==> src/rtl/raster_cursor_gen.sv <==
`default_nettype none
// +----------------------------------------------------------------------------+
// | raster_cursor_gen                                                          |
// | Walks an (x, y) cursor over a runtime-sized W x H window under a           |
// | start/advance/stop handshake and flags row/frame boundaries.               |
// | Optional serpentine walk: define RASTER_CURSOR_SERPENTINE_EN.              |
// | Revision: 1.0                                                              |
// +----------------------------------------------------------------------------+
module raster_cursor_gen #(
  parameter int X_BITS = 3,
  parameter int Y_BITS = 3
) (
  input  logic              clk,
  input  logic              rst_n,
  input  logic              start,
  input  logic              stop,
  input  logic              cont,
`ifdef RASTER_CURSOR_SERPENTINE_EN
  input  logic              serp,
`endif
  input  logic              advance,
  input  logic [X_BITS:0]   width,
  input  logic [Y_BITS:0]   height,
  output logic [X_BITS-1:0] x,
  output logic [Y_BITS-1:0] y,
  output logic              busy,
  output logic              row_last,
  output logic              frame_last,
  output logic              frame_done,
  output logic              cfg_err
);

  localparam logic [X_BITS:0] W_MAX = {1'b1, {X_BITS{1'b0}}};
  localparam logic [Y_BITS:0] H_MAX = {1'b1, {Y_BITS{1'b0}}};

  typedef enum logic [0:0] {
    IDLE = 1'b0,
    SCAN = 1'b1
  } state_t;

  state_t            state;
  logic [X_BITS:0]   w_lat;
  logic [Y_BITS:0]   h_lat;
  logic              cont_lat;
  logic              serp_lat;

  logic              cfg_ok;
  logic              odd_row;
  logic              x_at_end;

`ifdef RASTER_CURSOR_SERPENTINE_EN
  always_ff @(posedge clk or negedge rst_n) begin
    if (!rst_n) begin
      serp_lat <= 1'b0;
    end else if (state == IDLE && start && !stop && cfg_ok) begin
      serp_lat <= serp;
    end
  end
`else
  assign serp_lat = 1'b0;
`endif

  assign cfg_ok = (width  != '0) && (width  <= W_MAX) &&
                  (height != '0) && (height <= H_MAX);

  // Odd rows of a serpentine walk run right-to-left and end at column 0.
  assign odd_row    = serp_lat & y[0];
  assign x_at_end   = odd_row ? (x == '0)
                              : ({1'b0, x} == (w_lat - (X_BITS+1)'(1)));
  assign busy       = (state == SCAN);
  assign row_last   = busy & x_at_end;
  assign frame_last = row_last & ({1'b0, y} == (h_lat - (Y_BITS+1)'(1)));

  always_ff @(posedge clk or negedge rst_n) begin
    if (!rst_n) begin
      state      <= IDLE;
      x          <= '0;
      y          <= '0;
      w_lat      <= '0;
      h_lat      <= '0;
      cont_lat   <= 1'b0;
      frame_done <= 1'b0;
      cfg_err    <= 1'b0;
    end else begin
      frame_done <= 1'b0;
      cfg_err    <= 1'b0;
      case (state)
        IDLE: begin
          if (start && !stop) begin
            if (cfg_ok) begin
              state    <= SCAN;
              w_lat    <= width;
              h_lat    <= height;
              cont_lat <= cont;
              x        <= '0;
              y        <= '0;
            end else begin
              cfg_err  <= 1'b1;
            end
          end
        end
        SCAN: begin
          if (stop) begin
            state <= IDLE;
            x     <= '0;
            y     <= '0;
          end else if (advance) begin
            if (frame_last) begin
              x          <= '0;
              y          <= '0;
              frame_done <= 1'b1;
              if (!cont_lat) begin
                state <= IDLE;
              end
            end else if (row_last) begin
              // Serpentine keeps x at the turn; raster wraps to column 0.
              y <= y + Y_BITS'(1);
              if (!serp_lat) begin
                x <= '0;
              end
            end else if (odd_row) begin
              x <= x - X_BITS'(1);
            end else begin
              x <= x + X_BITS'(1);
            end
          end
        end
        default: begin
          state <= IDLE;
        end
      endcase
    end
  end

endmodule
`default_nettype wire

==> config.mk <==
export PLATFORM = sky130hd
export DESIGN_NAME = raster_cursor_gen
export DESIGN_NICKNAME = d
export VERILOG_FILES = /design/src/rtl/raster_cursor_gen.sv
export SDC_FILE = /design/constraint.sdc
export NUM_CORES = 1
export LEC_CHECK = 0
export CORE_MARGIN = 2
export CORE_UTILIZATION = 60
export DETAILED_ROUTE_END_ITERATION = 7
export DONT_BUFFER_PORTS = 1
export GPL_TIMING_DRIVEN = 0
export PLACE_DENSITY = 0.84
export SLEW_MARGIN = 20
export SYNTH_ARGS = -nofsm -noshare
export SYNTH_HDL_FRONTEND = slang
export SYNTH_SLANG_ARGS = --single-unit
==> constraint.sdc <==
create_clock -name clk -period 6.3 [get_ports clk]
set_clock_uncertainty 0.15 [all_clocks]
set_input_delay 0.315 -clock clk [delete_from_list [all_inputs] [get_ports clk]]
set_output_delay 0.315 -clock clk [all_outputs]
set_load 0.005 [all_outputs]
-- After elaboration in Yosys (flattened, before gate mapping)
Cells that the tools add are included.
- bits in registers: 18
- latch bits: 0
- bits in writable memories: 0
- ROM bits: 0
- output and inout port bits: 11
- logic and storage cells: 59
- memories kept: 0
- add/sub/neg operators: 4
- $mul: 0
- div/mod/pow operators: 0
- magnitude comparators: 2
- eq/ne operators: 6
- shift-type cells: 0
- muxes and demuxes: 26
- bitwise operators: 3
- reduce and logical (&&, ||, !) cells: 10
- operators with widths (cell ; count):
    $mux W3 ; 10
    $mux W1 ; 13
    $pmux W3 S2 ; 2
    $eq A3 B4 Y1 ; 2
    $le A4 B4 Y1 const B ; 2
    $reduce_bool A4 Y1 ; 2
    $sub A4 B1 Y4 const B ; 2
    $add A3 B1 Y3 const B ; 2
    $reduce_and A3 Y1 ; 2
    $logic_and A1 B1 Y1 ; 4
    $ne A2 B2 Y1 const B ; 2
    $ne A4 B4 Y1 const B ; 1
    $reduce_and A4 Y1 ; 1
    $ne A3 B3 Y1 const B ; 1
    $and A1 B1 Y1 ; 2
    $pmux W1 S2 ; 1
    $logic_not A1 Y1 ; 1
    $not A1 Y1 ; 1

-- Depth between registers and ports, before layout
- word-level depth: 8
- gate-level depth with buffers: 7
- mapped depth without buffers: 7

-- Worst setup path before layout
OpenSTA, ideal clock, no wires.
- kind: register to register
- start: reg h_lat[0]
- end: reg y[1]
- library setup time: 125 ps
- arrival: 2039 ps
- required time: 6025 ps
- slack: 3986 ps
- cell stages (with the launch flop): 8
- path through: dfrtp_1 > inv_1 > ha_1 > xor2_1 > or4b_4 > a2111oi_4 > nor2_1 > mux2_4
- cells in the longest elaborated chain, start to end: 7
- elaborated cells between the ends (all ways): 9
- those cells by class: 1 x add/sub; 2 x eq/ne; 4 x mux; 1 x bitwise; 1 x reduce/logical
- ends and longest elaborated chain (item ; line ; text):
    start, declared ; 43 ; logic [Y_BITS:0] h_lat;
    start signal, assigned ; 93 ; h_lat <= height;
    $sub A4 B1 Y4 * ; 72 ; assign frame_last = row_last & ({1'b0, y} == (h_lat - (Y_BITS+1)'(1)));
    $eq A3 B4 Y1 * ; 72 ;
    $and A1 B1 Y1 * ; 72 ;
    named net frame_last ; 28 ; output logic frame_last,
    $mux W3 ; 108 ; if (frame_last) begin
    $mux W3 ; 107 ; end else if (advance) begin
    $mux W3 ; 103 ; if (stop) begin
    $pmux W3 S2 ; 87 ; case (state)
    end signal, assigned ; 117 ; y <= y + Y_BITS'(1);
    end, declared ; 25 ; output logic [Y_BITS-1:0] y,
The timed path passes the listed nets; every way through them passes the cells marked *. The select of a mux whose other input is x is not followed.
A chain may end at the register's enable or synchronous reset.

-- Worst setup path in the final report
- start: reg h_lat[0]
- end: out frame_last
- cells in the longest elaborated chain, start to end: 3
- ends and longest elaborated chain (item ; line):
    $sub A4 B1 Y4 ; 72
    $eq A3 B4 Y1 ; 72
    $and A1 B1 Y1 ; 72
    end, declared ; 28
No other way between the ends.

==> metrics <==
CP Max Fanout 5; period utilisation layout between 40% and 50%; TNS Setup 0 ps; Comb power frac 25.8%; Min-Delay Path Class in2reg; vias in the first global route 709; most common cell after layout, fill and taps aside dfrtp_1; cells on worst reg2reg path 7; routed len/inst 15.4 µm; DR pass1 iterations 4; worst reg2reg setup slack 3810 ps; status complete, no violations; ys flop type dfrtp_1; Top-Level Pins 25; fmax 382 MHz; leakage 0.507 nW; GP Congestion ~0.80; max layer used met3; crit path DAT about 2200 ps; total track usage 19.4%; wl on met1 794 µm; Final Max Tran Viols 0; DR WL met2 809 µm; Slew @ Worst Pin ~770 ps; FILL cells 113; Post-Synthesis Net Count roughly 110; Clock Tree Buf Depth 2; Seq cells post-synth 18; global-route wire length before repair 2900 µm; Int Power 0.208 mW; grt ovf 0; I/O Buffers 0; crit path kind reg2out; reg2reg start w_lat[0]; initial DRC count 4; RSZ-0062 raised after global routing false; Via density 6.26; VDD IR max 0.164 mV; CTS buffer count 3; worst skew pair latency 290 ps; Setup crit end kind output pin; EDFF count, synth 0; Ant. Diodes 0; clk sink count 18; Initial Util approximately two thirds; Max Cap Viol 0; post-synth design cell area 1020 µm²; crit path launch h_lat[0]; Synth-to-Final Area Change 7.45%; pin count of the biggest net entering global routing 19; final hold viol count 0; Die W 45.3 µm; placed insts 105; clock group share of total power 23.8%; routed wire length ~1700 µm; dpl hpwl 1370 µm; min Tclk post-route 2620 ps; Startpoint Class register; most frequent cells in the layout dfrtp_1 (18), mux2_2 (9), inv_1 (6), xor2_1 (6), nand2_1 (5); Reg clk slew, reported paths 100 ps; nets@finish 114; initial antenna violation count 0; Switch Pwr 0.0865 mW; end of the critical path frame_last; Die ar. 2050 µm²; H-tree depth 1; endpoints failing setup 0; root buf cell clkbuf_4; sequential cell fraction of total power between 50 and 60%; DRC Markers 0; PD cells approximately 270 nW/µm²; Final Instance Count excl. Fillers roughly 110; RR Endpoint y[1]; post-route ant nets 0; post-synth cell types 33; DR WL met3 106 µm; required time worst endpoint 5830 ps; CTS tree built; layout cells sized above 1 a little over a fifth; Sw Share between 20% and 30%; Slew HR about half; Async SR Flop Fraction 100%; vias approximately 700; Mapped Cells 89; synth top area cells dfrtp_1 (44%), mux2_2 (9.9%), xor2_1 (5.1%); Resized Gates After CTS 0; top cell type's share of synthesized area approximately 44%; FP Rows 14; syn_area_per_cell ~12 µm²; dominant cell type by area after synthesis dfrtp_1; Die Y 45.3 µm; synth warn 0; core area roughly 1600 µm²; sequential area share after synthesis between 40% and 50%
registers in the layout, indices dropped and copies added, names as in the netlist:
name / cells
h_lat: 4
busy: 1
cfg_err: 1
cont_lat: 1
w_lat: 4
y: 3
frame_done: 1
x: 3
power by group through the flow:
stage	Combinational [mW]	Sequential [mW]	Clock (mW)
final	0.0760	0.148	0.0700
after global routing	0.0859	0.151	0.0772
after global placement	0.0696	0.149	0
after floorplan	0.0647	0.146	0
after CTS	0.0762	0.148	0.0728
after detailed placement	0.0733	0.151	0
cells by family (layout without fill, tap and decap cells):
| logic type | Yosys count | after routing | share of synthesized area, % |
|---|---|---|---|
| buf+inv | 6 | 12 | 2.20 |
| fa+ha+maj | 4 | 4 | 4.88 |
| flops | 18 | 18 | 44.0 |
| compound gates | 14 | 14 | 10.9 |
| simple gates | 29 | 29 | 18.4 |
| xor+xnor | 7 | 7 | 7.33 |
| mux | 11 | 11 | 12.3 |
worst max-delay path, cell delays in order (launching register included):
cell and delay, ps:
dfrtp_1 430, inv_1 70, ha_1 200, xor2_1 150, or4b_4 520, a2111oi_4 500
how the worst min path moves through the flow:
stage | cells after the start | slack, ps | start | end
floorplan | 0 | -130 | rst_n | busy
global placement | 0 | -130 | rst_n | x[1]
detailed placement | 0 | -130 | rst_n | x[1]
CTS | 1 | 10 | width[1] | w_lat[1]
global route | 1 | 3 | width[0] | w_lat[0]
finish | 1 | 20 | width[1] | w_lat[1]
layout make-up:
type | count | area, µm² | share of cell area (%)
tap | 16 | 20.0 | 1.82
timing repair buffer | 2 | 20.0 | 1.82
multi-input combinational | 65 | 552 | 50.1
clock buffer | 4 | 36.3 | 3.30
inverter | 6 | 22.5 | 2.05
sequential | 18 | 450 | 40.9
synthesized netlist by cell type, types with 2 or more instances:
library cell / count
dfrtp_1: 18
mux2_2: 9
inv_1: 6
xor2_1: 6
nand2_1: 5
ha_1: 4
nor3_1: 4
a21oi_1: 3
nand2b_1: 3
nor2b_1: 3
o21ai_0: 3
nor2_1: 2
nor4_1: 2
o31a_1: 2
what timing repair did:
action,CTS,global route
setup buffers,0,0
endpoints found under the hold margin,18,1
hold buffers,1,1
endpoints found under the setup margin,0,0
per-layer routing:
| metal | track usage [%] | vias up |
|---|---|---|
| met3 | 7.60 | 0 |
| met1 | 23.9 | 334 |
| met4 | 1.76 | 0 |
| met5 | 0 | - |
| met2 | 33.4 | 24 |
| li1 | - | 337 |
stage by stage:
| step | total power [mW] | setup WS [ps] | instance area [µm²] | hold slack (ps) | utilization (%) |
|---|---|---|---|---|---|
| floorplan | 0.210 | 3990 | 1020 | -131 | - |
| global placement | 0.219 | 3860 | 1040 | -130 | 67.0 |
| detailed placement | 0.224 | 3820 | 1040 | -130 | 67.0 |
| CTS | 0.297 | 3670 | 1090 | 9.73 | 70.0 |
| global route | 0.314 | 3550 | 1100 | 3.41 | 70.6 |
| finish | 0.294 | 3680 | 1100 | 18.6 | 70.6 |
No activity file was read; power rests on OpenSTA's default activity.
